**config.mk**
```make
export PLATFORM = sky130hd
export DESIGN_NAME = rob_param
export DESIGN_NICKNAME = d
export VERILOG_FILES = /design/src/rtl/rob_param.sv
export SDC_FILE = /design/constraint.sdc
export NUM_CORES = 2
export LEC_CHECK = 0
export BUFFER_PORTS_ARGS = -buffer_cell sky130_fd_sc_hd__buf_4
export CORE_MARGIN = 1
export CORE_UTILIZATION = 56
export DETAILED_ROUTE_END_ITERATION = 16
export PLACE_DENSITY = 0.75
export SYNTH_ARGS = -nofsm -noshare
export SYNTH_HDL_FRONTEND = slang
export SYNTH_SLANG_ARGS = --single-unit
```
**constraint.sdc**
```tcl
create_clock -name clk -period 4.6 [get_ports clk]
set_clock_uncertainty 0.15 [all_clocks]
set_input_delay 0 -clock clk [delete_from_list [all_inputs] [get_ports clk]]
set_output_delay 0 -clock clk [all_outputs]
set_load 0.02 [all_outputs]
```
**src/rtl/rob_param.sv**
```systemverilog
// Parametrised reorder buffer: in-order commit of out-of-order results, with CDB
// bypass on operand lookup, handshaked store retirement and branch misprediction recovery.
module rob_param #(
  parameter int DEPTH = 16,
  parameter int TAG_W = $clog2(DEPTH + 1),
  parameter int XLEN  = 32,
  parameter int REG_W = 5
) (
  input  logic             clk,
  input  logic             rst,
  input  logic             rdy,
  output logic             full,
  input  logic             alloc_valid,
  input  logic [XLEN-1:0]  alloc_pc,
  input  logic [REG_W-1:0] alloc_rd,
  input  logic             alloc_is_branch,
  input  logic             alloc_is_store,
  input  logic             alloc_pred_taken,
  output logic [TAG_W-1:0] alloc_tag,
  input  logic [TAG_W-1:0] qa_tag,
  input  logic [TAG_W-1:0] qb_tag,
  output logic             qa_ready,
  output logic             qb_ready,
  output logic [XLEN-1:0]  qa_data,
  output logic [XLEN-1:0]  qb_data,
  input  logic             alu_valid,
  input  logic [TAG_W-1:0] alu_tag,
  input  logic [XLEN-1:0]  alu_data,
  input  logic             alu_taken,
  input  logic [XLEN-1:0]  alu_target,
  input  logic             lsb_valid,
  input  logic [TAG_W-1:0] lsb_tag,
  input  logic [XLEN-1:0]  lsb_data,
  output logic             st_commit_req,
  output logic [TAG_W-1:0] st_commit_tag,
  input  logic             st_done,
  output logic             rf_valid,
  output logic [REG_W-1:0] rf_rd,
  output logic [TAG_W-1:0] rf_tag,
  output logic [XLEN-1:0]  rf_data,
  output logic             bp_valid,
  output logic [XLEN-1:0]  bp_pc,
  output logic             bp_taken,
  output logic             flush,
  output logic [XLEN-1:0]  flush_pc
);

  localparam int IDX_W = $clog2(DEPTH);

  logic [IDX_W-1:0] head_q, head_d, tail_q, tail_d;
  logic [TAG_W-1:0] count_q, count_d;
  logic [DEPTH-1:0] ready_q, ready_d;

  logic [XLEN-1:0]  pc_q     [DEPTH];
  logic [REG_W-1:0] rd_q     [DEPTH];
  logic [XLEN-1:0]  data_q   [DEPTH];
  logic [XLEN-1:0]  target_q [DEPTH];
  logic             br_q     [DEPTH];
  logic             st_q     [DEPTH];
  logic             pred_q   [DEPTH];
  logic             taken_q  [DEPTH];

  logic             rf_valid_q, rf_valid_d;
  logic [REG_W-1:0] rf_rd_q, rf_rd_d;
  logic [TAG_W-1:0] rf_tag_q, rf_tag_d;
  logic [XLEN-1:0]  rf_data_q, rf_data_d;
  logic             bp_valid_q, bp_valid_d;
  logic [XLEN-1:0]  bp_pc_q, bp_pc_d;
  logic             bp_taken_q, bp_taken_d;
  logic             flush_q, flush_d;
  logic [XLEN-1:0]  flush_pc_q, flush_pc_d;

  logic             alloc_fire, alu_hit, lsb_hit;
  logic [IDX_W-1:0] alu_idx, lsb_idx;
  logic [TAG_W-1:0] head_tag;
  logic             non_empty, st_retire, norm_commit, commit;

  assign full       = (count_q == TAG_W'(DEPTH));
  assign alloc_tag  = TAG_W'(tail_q) + TAG_W'(1);
  assign head_tag   = TAG_W'(head_q) + TAG_W'(1);
  assign alloc_fire = alloc_valid && !full;
  assign alu_hit    = alu_valid && (alu_tag != '0);
  assign lsb_hit    = lsb_valid && (lsb_tag != '0);
  assign alu_idx    = IDX_W'(alu_tag - TAG_W'(1));
  assign lsb_idx    = IDX_W'(lsb_tag - TAG_W'(1));

  // A store at the head waits for the LSB; st_done retires it without an RF write.
  assign non_empty     = (count_q != '0);
  assign st_commit_req = non_empty && st_q[head_q] && !ready_q[head_q];
  assign st_commit_tag = head_tag;
  assign st_retire     = st_commit_req && st_done;
  assign norm_commit   = non_empty && ready_q[head_q];
  assign commit        = norm_commit || st_retire;

  // Same-cycle CDB results take priority over stored values (ALU over LSB).
  function automatic logic [XLEN:0] lookup(input logic [TAG_W-1:0] q);
    logic [IDX_W-1:0] idx;
    idx = IDX_W'(q - TAG_W'(1));
    if (q == '0)                        lookup = '0;
    else if (alu_valid && alu_tag == q) lookup = {1'b1, alu_data};
    else if (lsb_valid && lsb_tag == q) lookup = {1'b1, lsb_data};
    else                                lookup = {ready_q[idx], data_q[idx]};
  endfunction

  assign {qa_ready, qa_data} = lookup(qa_tag);
  assign {qb_ready, qb_data} = lookup(qb_tag);

  always_comb begin
    head_d     = head_q;
    tail_d     = tail_q;
    count_d    = count_q;
    ready_d    = ready_q;
    rf_valid_d = 1'b0;
    rf_rd_d    = rf_rd_q;
    rf_tag_d   = rf_tag_q;
    rf_data_d  = rf_data_q;
    bp_valid_d = 1'b0;
    bp_pc_d    = bp_pc_q;
    bp_taken_d = bp_taken_q;
    flush_d    = 1'b0;
    flush_pc_d = flush_pc_q;
    if (flush_q) begin
      head_d  = '0;
      tail_d  = '0;
      count_d = '0;
      ready_d = '0;
    end else begin
      if (lsb_hit) ready_d[lsb_idx] = 1'b1;
      if (alu_hit) ready_d[alu_idx] = 1'b1;
      if (commit) begin
        ready_d[head_q] = 1'b0;
        head_d          = head_q + IDX_W'(1);
        rf_valid_d      = norm_commit && (rd_q[head_q] != '0);
        rf_rd_d         = rd_q[head_q];
        rf_tag_d        = head_tag;
        rf_data_d       = data_q[head_q];
        if (br_q[head_q]) begin
          bp_valid_d = 1'b1;
          bp_pc_d    = pc_q[head_q];
          bp_taken_d = taken_q[head_q];
          if (taken_q[head_q] != pred_q[head_q]) begin
            flush_d    = 1'b1;
            flush_pc_d = taken_q[head_q] ? target_q[head_q] : pc_q[head_q] + XLEN'(4);
          end
        end
      end
      if (alloc_fire) begin
        ready_d[tail_q] = 1'b0;
        tail_d          = tail_q + IDX_W'(1);
      end
      count_d = count_q + TAG_W'(alloc_fire) - TAG_W'(commit);
    end
  end

  always_ff @(posedge clk) begin
    if (rst) begin
      head_q     <= '0;
      tail_q     <= '0;
      count_q    <= '0;
      ready_q    <= '0;
      rf_valid_q <= 1'b0;
      rf_rd_q    <= '0;
      rf_tag_q   <= '0;
      rf_data_q  <= '0;
      bp_valid_q <= 1'b0;
      bp_pc_q    <= '0;
      bp_taken_q <= 1'b0;
      flush_q    <= 1'b0;
      flush_pc_q <= '0;
    end else if (rdy) begin
      head_q     <= head_d;
      tail_q     <= tail_d;
      count_q    <= count_d;
      ready_q    <= ready_d;
      rf_valid_q <= rf_valid_d;
      rf_rd_q    <= rf_rd_d;
      rf_tag_q   <= rf_tag_d;
      rf_data_q  <= rf_data_d;
      bp_valid_q <= bp_valid_d;
      bp_pc_q    <= bp_pc_d;
      bp_taken_q <= bp_taken_d;
      flush_q    <= flush_d;
      flush_pc_q <= flush_pc_d;
    end
  end

  // Payload storage needs no reset: the ready bits alone say whether it is meaningful.
  always_ff @(posedge clk) begin
    if (!rst && rdy && !flush_q) begin
      if (lsb_hit) data_q[lsb_idx] <= lsb_data;
      if (alu_hit) begin
        data_q[alu_idx]   <= alu_data;
        taken_q[alu_idx]  <= alu_taken;
        target_q[alu_idx] <= alu_target;
      end
      if (alloc_fire) begin
        pc_q[tail_q]    <= alloc_pc;
        rd_q[tail_q]    <= alloc_rd;
        br_q[tail_q]    <= alloc_is_branch;
        st_q[tail_q]    <= alloc_is_store;
        pred_q[tail_q]  <= alloc_pred_taken;
        taken_q[tail_q] <= 1'b0;
      end
    end
  end

  assign rf_valid = rf_valid_q;
  assign rf_rd    = rf_rd_q;
  assign rf_tag   = rf_tag_q;
  assign rf_data  = rf_data_q;
  assign bp_valid = bp_valid_q;
  assign bp_pc    = bp_pc_q;
  assign bp_taken = bp_taken_q;
  assign flush    = flush_q;
  assign flush_pc = flush_pc_q;

endmodule

```
==> results.json <==
{
  "clockBufferDepth": 3,
  "synth_area_leaders": "edfxtp_1 (58%), mux4_2 (20%), nand2_1 (5.5%), dfxtp_1 (3.7%), mux2_2 (2.1%)",
  "routed_wl_mm": 286,
  "core_um2": 154000,
  "area.sequential_um2": 53200,
  "ys_seq_area_share_pct": 61.2,
  "vias_per_cell": 6.95,
  "cts_made_buffers": 182,
  "drt_pass1_iterations": 6,
  "cts.reportedPaths.clkPinSlew_ns": 0.06,
  "final_layout_size_suffix_gt1_share_pct": 28.9,
  "drc_errors": 0,
  "status": "finished clean",
  "syn_nets": 5765,
  "clk_latency_ns": 0.87,
  "antenna_found_initial": 24,
  "setup-tns-final_ns": 0,
  "slew_headroom_pct": 14.8,
  "cts.sinks": 1823,
  "internal_power_mw": 28.6,
  "num_vias": 58200,
  "period_minus_slack_ns": 4.47,
  "drv_slew": 0,
  "synth_area_um2": 86900,
  "ys_warn_count": 0,
  "end_kind": "register",
  "setup_viol": 0,
  "synth_edf_count": 1664,
  "cts_root_buf": "clkbuf_16",
  "start_util_pct": 56.4,
  "powerDensity_nw_per_um2": 376,
  "synth.most_common_cell": "edfxtp_1",
  "p_sw_mw": 9.70,
  "cap_violations": 0,
  "post-place-ws_ns": 0.295,
  "pwr-share-comb_pct": 13.6,
  "post-route-period-util_pct": 97.2,
  "grt_first_pass_wirelength_mm": 407,
  "gr-total-overflow": 0,
  "syn2layout_area_growth_pct": 17.3,
  "path_class": "reg2reg",
  "slowest_delay_ns": 0.64,
  "cts_tree": "built",
  "p_leak_nw": 34.0,
  "dieArea_um2": 157000,
  "worstPathMaxFanout": 31,
  "power_mw": 38.3,
  "first_iter_violations": 9088,
  "avgSynthCellArea_um2": 15.6,
  "netlist.area_leader.share_pct": 57.5,
  "final_net_count": 6347,
  "ir_drop_mv": 0.484,
  "ys.flop_type": "edfxtp_1",
  "grt_pass1_vias": 58000,
  "gr-usage-all-layers_pct": 36.5,
  "synthTopCellsByCount": "edfxtp_1 (1664), nand2_1 (1274), mux4_2 (774), clkbuf_1 (367), nor2_1 (195)",
  "critPathArrivalTime_ns": 5.02,
  "ys_seq_elements": 1823,
  "p_clk_share_pct": 38.3,
  "hold_violations": 0,
  "post-dp-hpwl_mm": 162,
  "worstSetupStartpointType": "register",
  "critPathRequiredTime_ns": 5.15,
  "async_reset_ff_share_pct": 0,
  "critical_path.cell_chain": "buf_4 > nand2b_1 > nor2_1 > dlygate4sd3_1 > buf_4 > nand3_2 > dlygate4sd3_1 > inv_4 > buf_4 > nand2_1 > nand2_1 > dlygate4sd3_1",
  "syn_inst": 5583,
  "cts_setup_buffers": 0,
  "slowest_stage": "dlygate4sd3_1",
  "switching_share_pct": 25.3,
  "grt_start_max_net_pins": 103,
  "n_fill_cell": 10200,
  "gp_congestion": 0.957,
  "layout_setup_ws_ns": 0.129,
  "rsz0062_at_grt": "false",
  "max_freq_mhz": 224,
  "die_h_um": 396,
  "hp-class": "in2reg",
  "ant_nets": 0,
  "num_io_pins": 352,
  "die_w_um": 396,
  "io_buffers": 351,
  "htree_num_levels": 4,
  "seq_power_share_pct": 48.1,
  "multi_input_area_um2": 31800,
  "tightest_slew_ns": 1.27,
  "wl_per_cell_um": 34.1,
  "synth.distinct_cells": 79,
  "rows": 144,
  "yosys.area.top_type": "edfxtp_1"
}
## layout by cell type (no fill, tap or decap), types with 10 or more instances in the layout
cell	Yosys	layout
mux2i_1	120	120
buf_12	4	44
ha_1	17	15
buf_4	14	492
nand4_1	10	10
inv_4	0	12
nor2_1	195	171
mux2_2	160	160
a22oi_1	34	34
clkinv_16	0	13
nor2b_1	44	44
clkbuf_1	367	43
diode_2	0	15
inv_1	26	25
mux4_1	28	28
nand2_1	1274	1264
nor3_1	33	29
edfxtp_1	1664	1664
dlygate4sd3_1	0	366
clkbuf_16	0	183
a21oi_1	126	126
or3_1	11	11
nand3_1	35	30
mux4_2	774	774
o21ai_0	34	28
a221oi_1	11	11
clkinv_2	0	28
nor2_4	0	23
nand2_2	1	11
xnor2_1	34	31
dfxtp_1	159	152
a211oi_1	131	131
xor2_1	19	18
clkinv_1	12	41
## per-stage QoR
stage	utilization [%]	hold slack [ns]	instance area (µm²)	std cells
6_report	66.1	0.0469	102000	8373
5_1_grt	66.1	0.0391	102000	8368
4_1_cts	66.1	0.00461	102000	8358
3_5_place_dp	59.9	0.146	92300	7659
3_3_place_gp	59.9	0.137	92300	7659
2_1_floorplan	-	-0.0511	86900	5583
## power groups by stage
stage | Combinational (mW) | Clock [mW] | Sequential, mW
3_5_place_dp | 4.80 | 0 | 18.8
6_report | 5.21 | 14.7 | 18.4
2_1_floorplan | 3.10 | 0 | 18.8
5_1_grt | 5.44 | 15.3 | 18.4
3_3_place_gp | 4.74 | 0 | 18.8
4_1_cts | 5.12 | 14.7 | 18.4
## metal layers
| layer | vias to the layer above | track usage (%) | part of all wire, % |
|---|---|---|---|
| li1 | 22900 | - | - |
| met3 | 1097 | 10.0 | 14 |
| met1 | 29100 | 47.4 | 33 |
| met2 | 5024 | 56.3 | 46 |
| met4 | 20 | 19.9 | 6.5 |
| met5 | - | 0 | 0.044 |
## repair_timing
| item | in CTS | in global routing |
|---|---|---|
| gates resized for setup | 0 | 0 |
| endpoints found under the hold margin | 1944 | 0 |
| hold buffers | 366 | 0 |
| setup endpoints to repair | 0 | 0 |
## worst max-delay path, delay by kind of cell, from the launching register on
family                 cells  cell delay (ns)
AND/OR/NAND/NOR            5             0.54
buffers and inverters      7             3.29
flip-flops                 1             0.31
## state kept, by name (all words and copies together) (netlist names), named ones only
name / flops
bp_pc: 32
bp_taken: 1
bp_valid: 1
br_q: 16
count_q: 5
data_q: 512
flush: 1
flush_pc: 32
head_q: 4
pc_q: 512
pred_q: 16
rd_q: 80
ready_q: 16
rf_data: 32
rf_rd: 5
rf_tag: 5
rf_valid: 1
st_q: 16
tail_q: 4
taken_q: 16
target_q: 512
## cell type report
class / instances / area share, %
flip-flops and latches: 1823 / 52.2
multi-input cells: 3215 / 31.2
repair buffers: 904 / 8.12
clock buffers: 232 / 4.74
well taps: 2044 / 2.51
clock inverters: 101 / 1.03
inverters: 39 / 0.173
diodes: 15 / 0.0368
## logic make-up (layout without fill, tap and decap cells)
| logic type | Yosys count | after routing | synth area share, % |
|---|---|---|---|
| flip-flops | 1823 | 1823 | 61.2 |
| AND/OR/NAND/NOR | 1659 | 1659 | 7.75 |
| multiplexers | 1084 | 1084 | 24.4 |
| buffers and inverters | 545 | 1276 | 2.74 |
| AO/OA/AOI/OAI | 401 | 401 | 3.09 |
| XOR/XNOR | 53 | 53 | 0.534 |
| adder cells (fa/ha/maj) | 18 | 18 | 0.268 |
| other | 0 | 15 | 0 |
## final timing paths
path | start | end | slack, ns | cells past startpoint
max reg2reg | flush$_SDFFE_PP0P_ | data_q[12][22]$_DFFE_PP_ | 0.13 | 12
min reg2reg | taken_q[6]$_SDFFE_PP0P_ | taken_q[6]$_SDFFE_PP0P_ | 0.30 | 2
max | flush$_SDFFE_PP0P_ | data_q[12][22]$_DFFE_PP_ | 0.13 | 12
min | lsb_data[25] | data_q[11][25]$_DFFE_PP_ | 0.05 | 4
Power figures use the tool's default switching activity.
